--- src/rtl/pushbutton_alu.sv ---
// pushbutton_alu: four raw pushbuttons go through synchronisers, debouncers and
// rising-edge detectors. Each accepted press runs one registered ADD/SUB/AND/XOR
// on WIDTH-bit operands. Chain mode uses the previous result as operand A.
module pushbutton_alu #(
   parameter int WIDTH           = 4,
   parameter int DEBOUNCE_CYCLES = 4
) (
   input  logic             clk,
   input  logic             reset_n,
   input  logic             pushbutton_one,
   input  logic             pushbutton_two,
   input  logic             pushbutton_three,
   input  logic             pushbutton_four,
   input  logic             chain,
   input  logic [WIDTH-1:0] A,
   input  logic [WIDTH-1:0] B,
   output logic [WIDTH-1:0] result,
   output logic             carry,
   output logic             zero,
   output logic [1:0]       last_op,
   output logic             done
);

   // The counter only needs to reach D-1: on the D-th differing edge the level
   // flips and the counter clears instead of storing D.
   localparam int CNT_W = (DEBOUNCE_CYCLES > 1) ? $clog2(DEBOUNCE_CYCLES) : 1;
   localparam logic [CNT_W-1:0] CNT_MAX = CNT_W'(DEBOUNCE_CYCLES - 1);

   typedef enum logic [1:0] {
      OP_ADD = 2'b00,
      OP_SUB = 2'b01,
      OP_AND = 2'b10,
      OP_XOR = 2'b11
   } op_t;

   logic [3:0]       btn_raw;
   logic [3:0]       sync_a;
   logic [3:0]       sync_b;
   logic [3:0]       deb_lvl;
   logic [3:0]       deb_dly;
   logic [3:0]       press;
   logic [CNT_W-1:0] deb_cnt [4];

   op_t              op_sel;
   op_t              last_op_q;
   logic             op_valid;
   logic [WIDTH-1:0] op_a;
   logic [WIDTH:0]   sum_ext;
   logic [WIDTH:0]   diff_ext;
   logic [WIDTH-1:0] next_result;
   logic             next_carry;

   // Bit 0 is button one (highest priority), bit 3 is button four.
   assign btn_raw = {pushbutton_four, pushbutton_three, pushbutton_two, pushbutton_one};

   // Two-flop synchroniser for the asynchronous button inputs.
   always_ff @(posedge clk) begin
      if (!reset_n) begin
         sync_a <= '0;
         sync_b <= '0;
      end else begin
         sync_a <= btn_raw;
         sync_b <= sync_a;
      end
   end

   // Debounce: accept a new level after DEBOUNCE_CYCLES consecutive differing edges.
   always_ff @(posedge clk) begin
      if (!reset_n) begin
         deb_lvl <= '0;
         for (int unsigned i = 0; i < 4; i++) deb_cnt[i] <= '0;
      end else begin
         for (int unsigned i = 0; i < 4; i++) begin
            if (sync_b[i] != deb_lvl[i]) begin
               if (deb_cnt[i] == CNT_MAX) begin
                  deb_lvl[i] <= sync_b[i];
                  deb_cnt[i] <= '0;
               end else begin
                  deb_cnt[i] <= deb_cnt[i] + CNT_W'(1);
               end
            end else begin
               deb_cnt[i] <= '0;
            end
         end
      end
   end

   // Delayed debounced level for rising-edge detection.
   always_ff @(posedge clk) begin
      if (!reset_n) deb_dly <= '0;
      else          deb_dly <= deb_lvl;
   end

   assign press = deb_lvl & ~deb_dly;

   // Priority arbitration and next-result computation.
   always_comb begin
      op_valid    = |press;
      op_sel      = OP_XOR;
      if (press[0])      op_sel = OP_ADD;
      else if (press[1]) op_sel = OP_SUB;
      else if (press[2]) op_sel = OP_AND;
      op_a        = chain ? result : A;
      sum_ext     = {1'b0, op_a} + {1'b0, B};
      diff_ext    = {1'b0, op_a} - {1'b0, B};
      next_result = '0;
      next_carry  = 1'b0;
      case (op_sel)
         OP_ADD: begin
            next_result = sum_ext[WIDTH-1:0];
            next_carry  = sum_ext[WIDTH];
         end
         OP_SUB: begin
            next_result = diff_ext[WIDTH-1:0];
            next_carry  = diff_ext[WIDTH];
         end
         OP_AND: next_result = op_a & B;
         OP_XOR: next_result = op_a ^ B;
         default: next_result = '0;
      endcase
   end

   // Result/flag registers; reset overrides a coincident execute.
   always_ff @(posedge clk) begin
      if (!reset_n) begin
         result    <= '0;
         carry     <= 1'b0;
         zero      <= 1'b1;
         last_op_q <= OP_ADD;
         done      <= 1'b0;
      end else begin
         done <= op_valid;
         if (op_valid) begin
            result    <= next_result;
            carry     <= next_carry;
            zero      <= (next_result == '0);
            last_op_q <= op_sel;
         end
      end
   end

   assign last_op = last_op_q;

endmodule

--- config.mk ---
export PLATFORM = sky130hd
export DESIGN_NAME = pushbutton_alu
export DESIGN_NICKNAME = d
export VERILOG_FILES = /design/src/rtl/pushbutton_alu.sv
export SDC_FILE = /design/constraint.sdc
export NUM_CORES = 1
export LEC_CHECK = 0
export BUFFER_PORTS_ARGS = -buffer_cell sky130_fd_sc_hd__clkbuf_2
export CAP_MARGIN = 20
export CORE_MARGIN = 10
export CORE_UTILIZATION = 25
export CTS_CLUSTER_SIZE = 28
export DETAILED_ROUTE_END_ITERATION = 16
export SETUP_SLACK_MARGIN = 0.02
export SLEW_MARGIN = 20
export SYNTH_ARGS = -nofsm -noshare
export SYNTH_HDL_FRONTEND = slang
export SYNTH_SLANG_ARGS = --single-unit
--- constraint.sdc ---
create_clock -name clk -period 2.25 [get_ports clk]
set_clock_uncertainty 0.15 [all_clocks]
set_input_delay 0.45 -clock clk [delete_from_list [all_inputs] [get_ports clk]]
set_output_delay 0.45 -clock clk [all_outputs]
set_load 0.01 [all_outputs]
# After elaboration in Yosys (flattened, before gate mapping)
# Memory sizes are Yosys's and may differ from the RTL's.
# Index checks and enable logic that the tools add are counted.
dict set report op_classes {
  n_addsub 6
  n_eq_ne 11
  n_mux 63
  bitwise 16
  reduce_logical 7
}
# op count
set ops {}
lappend ops {{$mux 1} 46}
lappend ops {{$mux 2} 14}
lappend ops {{$pmux 4 s4} 1}
lappend ops {{$eq 2x2->1 const B} 6}
lappend ops {{$or 1x1->1} 12}
lappend ops {{$add 2x1->2 const B} 4}
lappend ops {{$and 4x4->4} 2}
lappend ops {{$reduce_and 2->1} 4}
lappend ops {{$add 4x4->5} 1}
lappend ops {{$sub 4x4->5} 1}
lappend ops {{$logic_not 4->1} 1}
lappend ops {{$mux 4} 1}
lappend ops {{$ne 1x1->1} 4}
lappend ops {{$not 4->4} 1}
lappend ops {{$reduce_or 4->1} 1}
lappend ops {{$xor 4x4->4} 1}
lappend ops {{$eq 2x1->1 const B} 1}
lappend ops {{$logic_not 2->1} 1}
lappend ops {{$pmux 1 s2} 1}
dict set report totals {
  register_bits 25
  ramBits 8
  in_bits 15
  out_inout_bits 9
  elab_cells 116
  memories 1
}
# memory words word_bits read_ports rd_clocked_by_memory_dff wr line
set memory_table {}
lappend memory_table {deb_cnt 4 2 4 0 4 42} ;# logic [CNT_W-1:0] deb_cnt [4];

# Depth between registers and ports, before layout
# An unclocked memory read counts as a cell.
dict set report logic_depth {
  word_depth 9
  ltp_mapped 10
  ltp_nobuf 10
}

# Worst setup path after synthesis
# Ideal clock, no wire load.
dict set report synth_timing {
  path_kind {input port to flip-flop}
  startpoint {input port chain}
  endpoint {register zero}
  setup_ns 0.101
  t_arrival_ns 2.181
  required_ns 1.999
  path_slack_ns -0.182
  cell_stages 8
  n_path_buf 1
  path_cell_list {mux2_2 > ha_1 > buf_6 > and3b_1 > o211ai_2 > a31oi_1 > or3_1 > o41ai_1}
}
dict set report synth_via {
  elab_chain_cells 4
  word_cells_on_any_way 7
  classes_between {add/sub (2); mux (2); bitwise (2); reduce/logical (1)}
}
# item line
set synth_rtl {}
lappend synth_rtl {{from (decl)} 14} ;# input logic chain,
lappend synth_rtl {{$mux 4 (*)} 103} ;# op_a = chain ? result : A;
lappend synth_rtl {{$sub 4x4->5, or another cell as far along} 105} ;# diff_ext = {1'b0, op_a} - {1'b0, B};
lappend synth_rtl {{$pmux 4 s4 (*)} 108} ;# case (op_sel)
lappend synth_rtl {{$logic_not 4->1 (*)} 136} ;# zero <= (next_result == '0);
lappend synth_rtl {{to (signal assigned)} 136}
lappend synth_rtl {{to (decl)} 19} ;# output logic zero,
# Every way passes the cells marked *; elsewhere a longest branch is shown, timed or not.
# A chain may end at the register's enable or synchronous reset.

# Worst setup path after layout
dict set report layout_timing {
  startpoint {register result[2]}
  endpoint {register zero}
}
dict set report layout_via {
  elab_chain_cells 4
  word_cells_on_any_way 7
  classes_between {add/sub (2); mux (2); bitwise (2); reduce/logical (1)}
}
# item line
set layout_rtl {}
lappend layout_rtl {{from (decl)} 17} ;# output logic [WIDTH-1:0] result,
lappend layout_rtl {{from (signal assigned)} 134} ;# result <= next_result;
lappend layout_rtl {{$mux 4 (*)} 103}
lappend layout_rtl {{$sub 4x4->5, or another cell as far along} 105}
lappend layout_rtl {{$pmux 4 s4 (*)} 108}
lappend layout_rtl {{$logic_not 4->1 (*)} 136}
# Marks and branches as above.

==> results.yml <==
drt:
  vias_per_cell: 4.237
  detail-route-antenna-nets: 0
  wirelength_um: 3891
  drc: 0
  firstDrtPassIters: 4
  drt-wirelength-per-cell_um: 12.47
  num_vias: 1322
  drtIter0Drc: 65
pwr:
  clkPwrFrac_pct: 32.5
  power_switching_w: 0.0003109
  ir_drop_mv: 0.4609
  power_density_nw_per_um2: 550.5
  power_switching_share_pct: 24.29
  p_leak_nw: 1.046
  p_int_w: 0.0009689
  p_seq_share_pct: 50.0
  p_comb_share_pct: 17.5
global_routing:
  track_usage_pct: 7.321
  first_global_vias: 1418
  grt_max_degree: 34
  grt_pass1_wl_um: 6589
  antenna_found_initial: 0
  overflow: 0
synthesis:
  synthCells: 160
  synth_ff_type: "dfxtp_1"
  yosysMostFrequentCell: "dfxtp_1"
  yosys.area.top_type: "dfxtp_1"
  avgSynthCellArea_um2: 10.92
  synth-async-reset-ratio_pct: 0
  synth_common_cells: "25 x dfxtp_1, 12 x and2_1, 12 x ha_1"
  yosysSeqAreaShare_pct: 42.38
  ys_seq_elements: 33
  synth_area_leaders: "dfxtp_1 29%, edfxtp_1 14%, ha_1 8.6%"
  synth_edf_count: 8
  yosysWarnings: 0
  synth_area_um2: 1748
  synthDistinctLibCells: 51
  netlist.area_leader.share_pct: 28.63
placement:
  gp_congestion: 0.8516
  dp_hpwl_um: 2893
  dp.cells: 301
  preCtsSetupSlack_ns: -0.4135
  portBuffers: 23
critical_path:
  cp_max_fo: 7
  arrival_ns: 2.33
  reg2regPathDepth: 7
  reg2reg_slack_ns: -0.04
  cp.required_ns: 2.29
  cp-start-kind: "register"
  critPathCapture: "zero"
  reg2reg_to: "zero"
  worst_setup_path_end_kind: "register"
  worstSetupPathType: "reg2reg"
  rr_startpoint: "result[2]"
  critPathLaunch: "result[2]"
timing:
  maxSlewHeadroom_pct: 66.37
  finalMaxSlewViolations: 0
  min_period_ns: 2.291
  rsz0062_at_grt: "true"
  setup_violations: 1
  fin_crit_sh_pct: 101.8
  tightest_slew_ns: 0.5045
  fmax_ghz: 0.4364
  layout_setup_ws_ns: -0.04133
  hold_viol_final: 0
run_status:
  status: "finished, violations left"
  violations: "setup timing"
worst_hold_path:
  hold_path_depth: 2
  hold_class: "in2reg"
die:
  row_count: 30
  coreArea_um2: 6794
  ios: 24
  initial_core_util_pct: 25.73
  die-area_um2: 10740
  die_x_um: 103.6
  dieHeight_um: 103.6
flow_run:
  drv_cap: 0
clock_tree:
  path_clk_slew_ns: 0.06
  clockRootBuffer: "clkbuf_8"
  cts_tree: "done"
  numClockSinks: 33
  clock_latency_ns: 0.28
  cts_buffers: 5
  h-tree-depth: 2
  cts_hold_buffers: 0
  clock_path_buffers: 2
layout:
  area_growth_pct: 33.00
  drive_gt1_share_pct: 37.04
  antenna_cells: 0
  final_nets: 244
  post_layout_nonfiller_instances: 312
[placed cells by master, fill, tap and decap left out, types with 2 or more instances in the layout]
cell | netlist | final
o21ai_0 | 4 | 3
nor2_1 | 7 | 7
buf_4 | 0 | 24
conb_1 | 1 | 8
edfxtp_1 | 8 | 8
ha_1 | 12 | 8
a21oi_1 | 3 | 3
o211a_1 | 2 | 2
and2_1 | 12 | 12
ha_4 | 0 | 2
clkbuf_1 | 3 | 3
a21boi_1 | 1 | 2
xor2_1 | 4 | 4
mux2i_4 | 0 | 2
nand2_1 | 4 | 4
clkbuf_2 | 0 | 22
nor4bb_1 | 4 | 4
nor2b_1 | 6 | 6
dfxtp_2 | 0 | 3
mux2i_1 | 6 | 4
inv_1 | 8 | 6
dfxtp_1 | 25 | 22
nand3_1 | 3 | 3
or3_1 | 2 | 2
or2b_1 | 2 | 2
nor2b_4 | 2 | 2
ha_2 | 0 | 2
inv_2 | 0 | 2
nor3_1 | 3 | 2
and4b_1 | 4 | 4
clkbuf_8 | 0 | 5
a21o_1 | 2 | 2
[power by group through the flow]
stage,Sequential [W],Combinational (W),Clock (W)
after floorplan,0.000652,0.000116,0
after CTS,0.000639,0.000205,0.000431
after global placement,0.000652,0.000198,0
final,0.000639,0.000224,0.000416
after detailed placement,0.000652,0.000199,0
after global routing,0.000642,0.000249,0.000462
[routing by layer]
layer / track usage [%] / vias up / part of all wire, %
li1: - / 673 / -
met1: 9.927 / 606 / 50
met2: 10.59 / 39 / 44
met3: 2.354 / 4 / 5.7
met4: 2.419 / 0 / 0.69
met5: 0 / - / 0
[logic make-up after synthesis]
kind of cell             after synthesis  synth area share, %
flip-flops                            33                42.38
AND/OR/NAND/NOR                       60                23.34
adder cells (fa/ha/maj)               14                10.88
other                                  1               0.2145
multiplexers                           8                4.724
XOR/XNOR                               4                2.004
buffers and inverters                 14                4.295
AO/OA/AOI/OAI                         26                12.17
[area by class of cell]
| cell class | instances | area [µm²] |
|---|---|---|
| Clock buffer | 8 | 80.08 |
| Multi-Input combinational cell | 120 | 1045 |
| Sequential cell | 33 | 744.5 |
| Fill cell | 686 | 4469 |
| Timing Repair Buffer | 47 | 305.3 |
| Tap cell | 96 | 120.1 |
| Inverter | 8 | 30.03 |
[worst max-delay path, cell delays in order, from the launching register on]
cell and delay (ns):
dfxtp_2 0.33, mux2_4 0.29, ha_4 0.25, and3b_2 0.22, o211ai_2 0.17, a31oi_2 0.12
or3_1 0.41, o41ai_2 0.27
[worst min path at each step]
stage	start	endpoint	slack, ns
global route	pushbutton_two	sync_a[1]	0.22
CTS	pushbutton_three	sync_a[2]	0.22
finish	pushbutton_three	sync_a[2]	0.22
global placement	sync_a[2]	sync_b[2]	0.27
floorplan	sync_a[0]	sync_b[0]	0.26
detailed placement	sync_a[0]	sync_b[0]	0.27
[state kept, by name, indices dropped and copies added, names as in the netlist]
register	count
deb_lvl	4
done	1
sync_b	4
result	4
deb_dly	4
deb_cnt	8
sync_a	4
zero	1
last_op	2
carry	1
[metrics by stage]
stage	TNS, ns	instance area (µm²)	total power [W]	hold WS, ns	util, %
after detailed placement	-1.609	2151	0.0008504	0.2706	31.66
after global placement	-1.475	2151	0.0008500	0.2658	31.66
final	-0.04133	2325	0.001280	0.2241	34.22
after global routing	-0.1352	2325	0.001352	0.2224	34.22
after floorplan	-0.1279	1803	0.0007678	0.2619	-
after CTS	-0.01802	2255	0.001275	0.2172	33.19
[what timing repair did]
item	in CTS	in global routing
gates cloned	0	0
pin swaps	1	9
endpoints found under the setup margin	4	4
resized for setup	5	15
buffers inserted	0	3
Power figures use the tool's default switching activity.
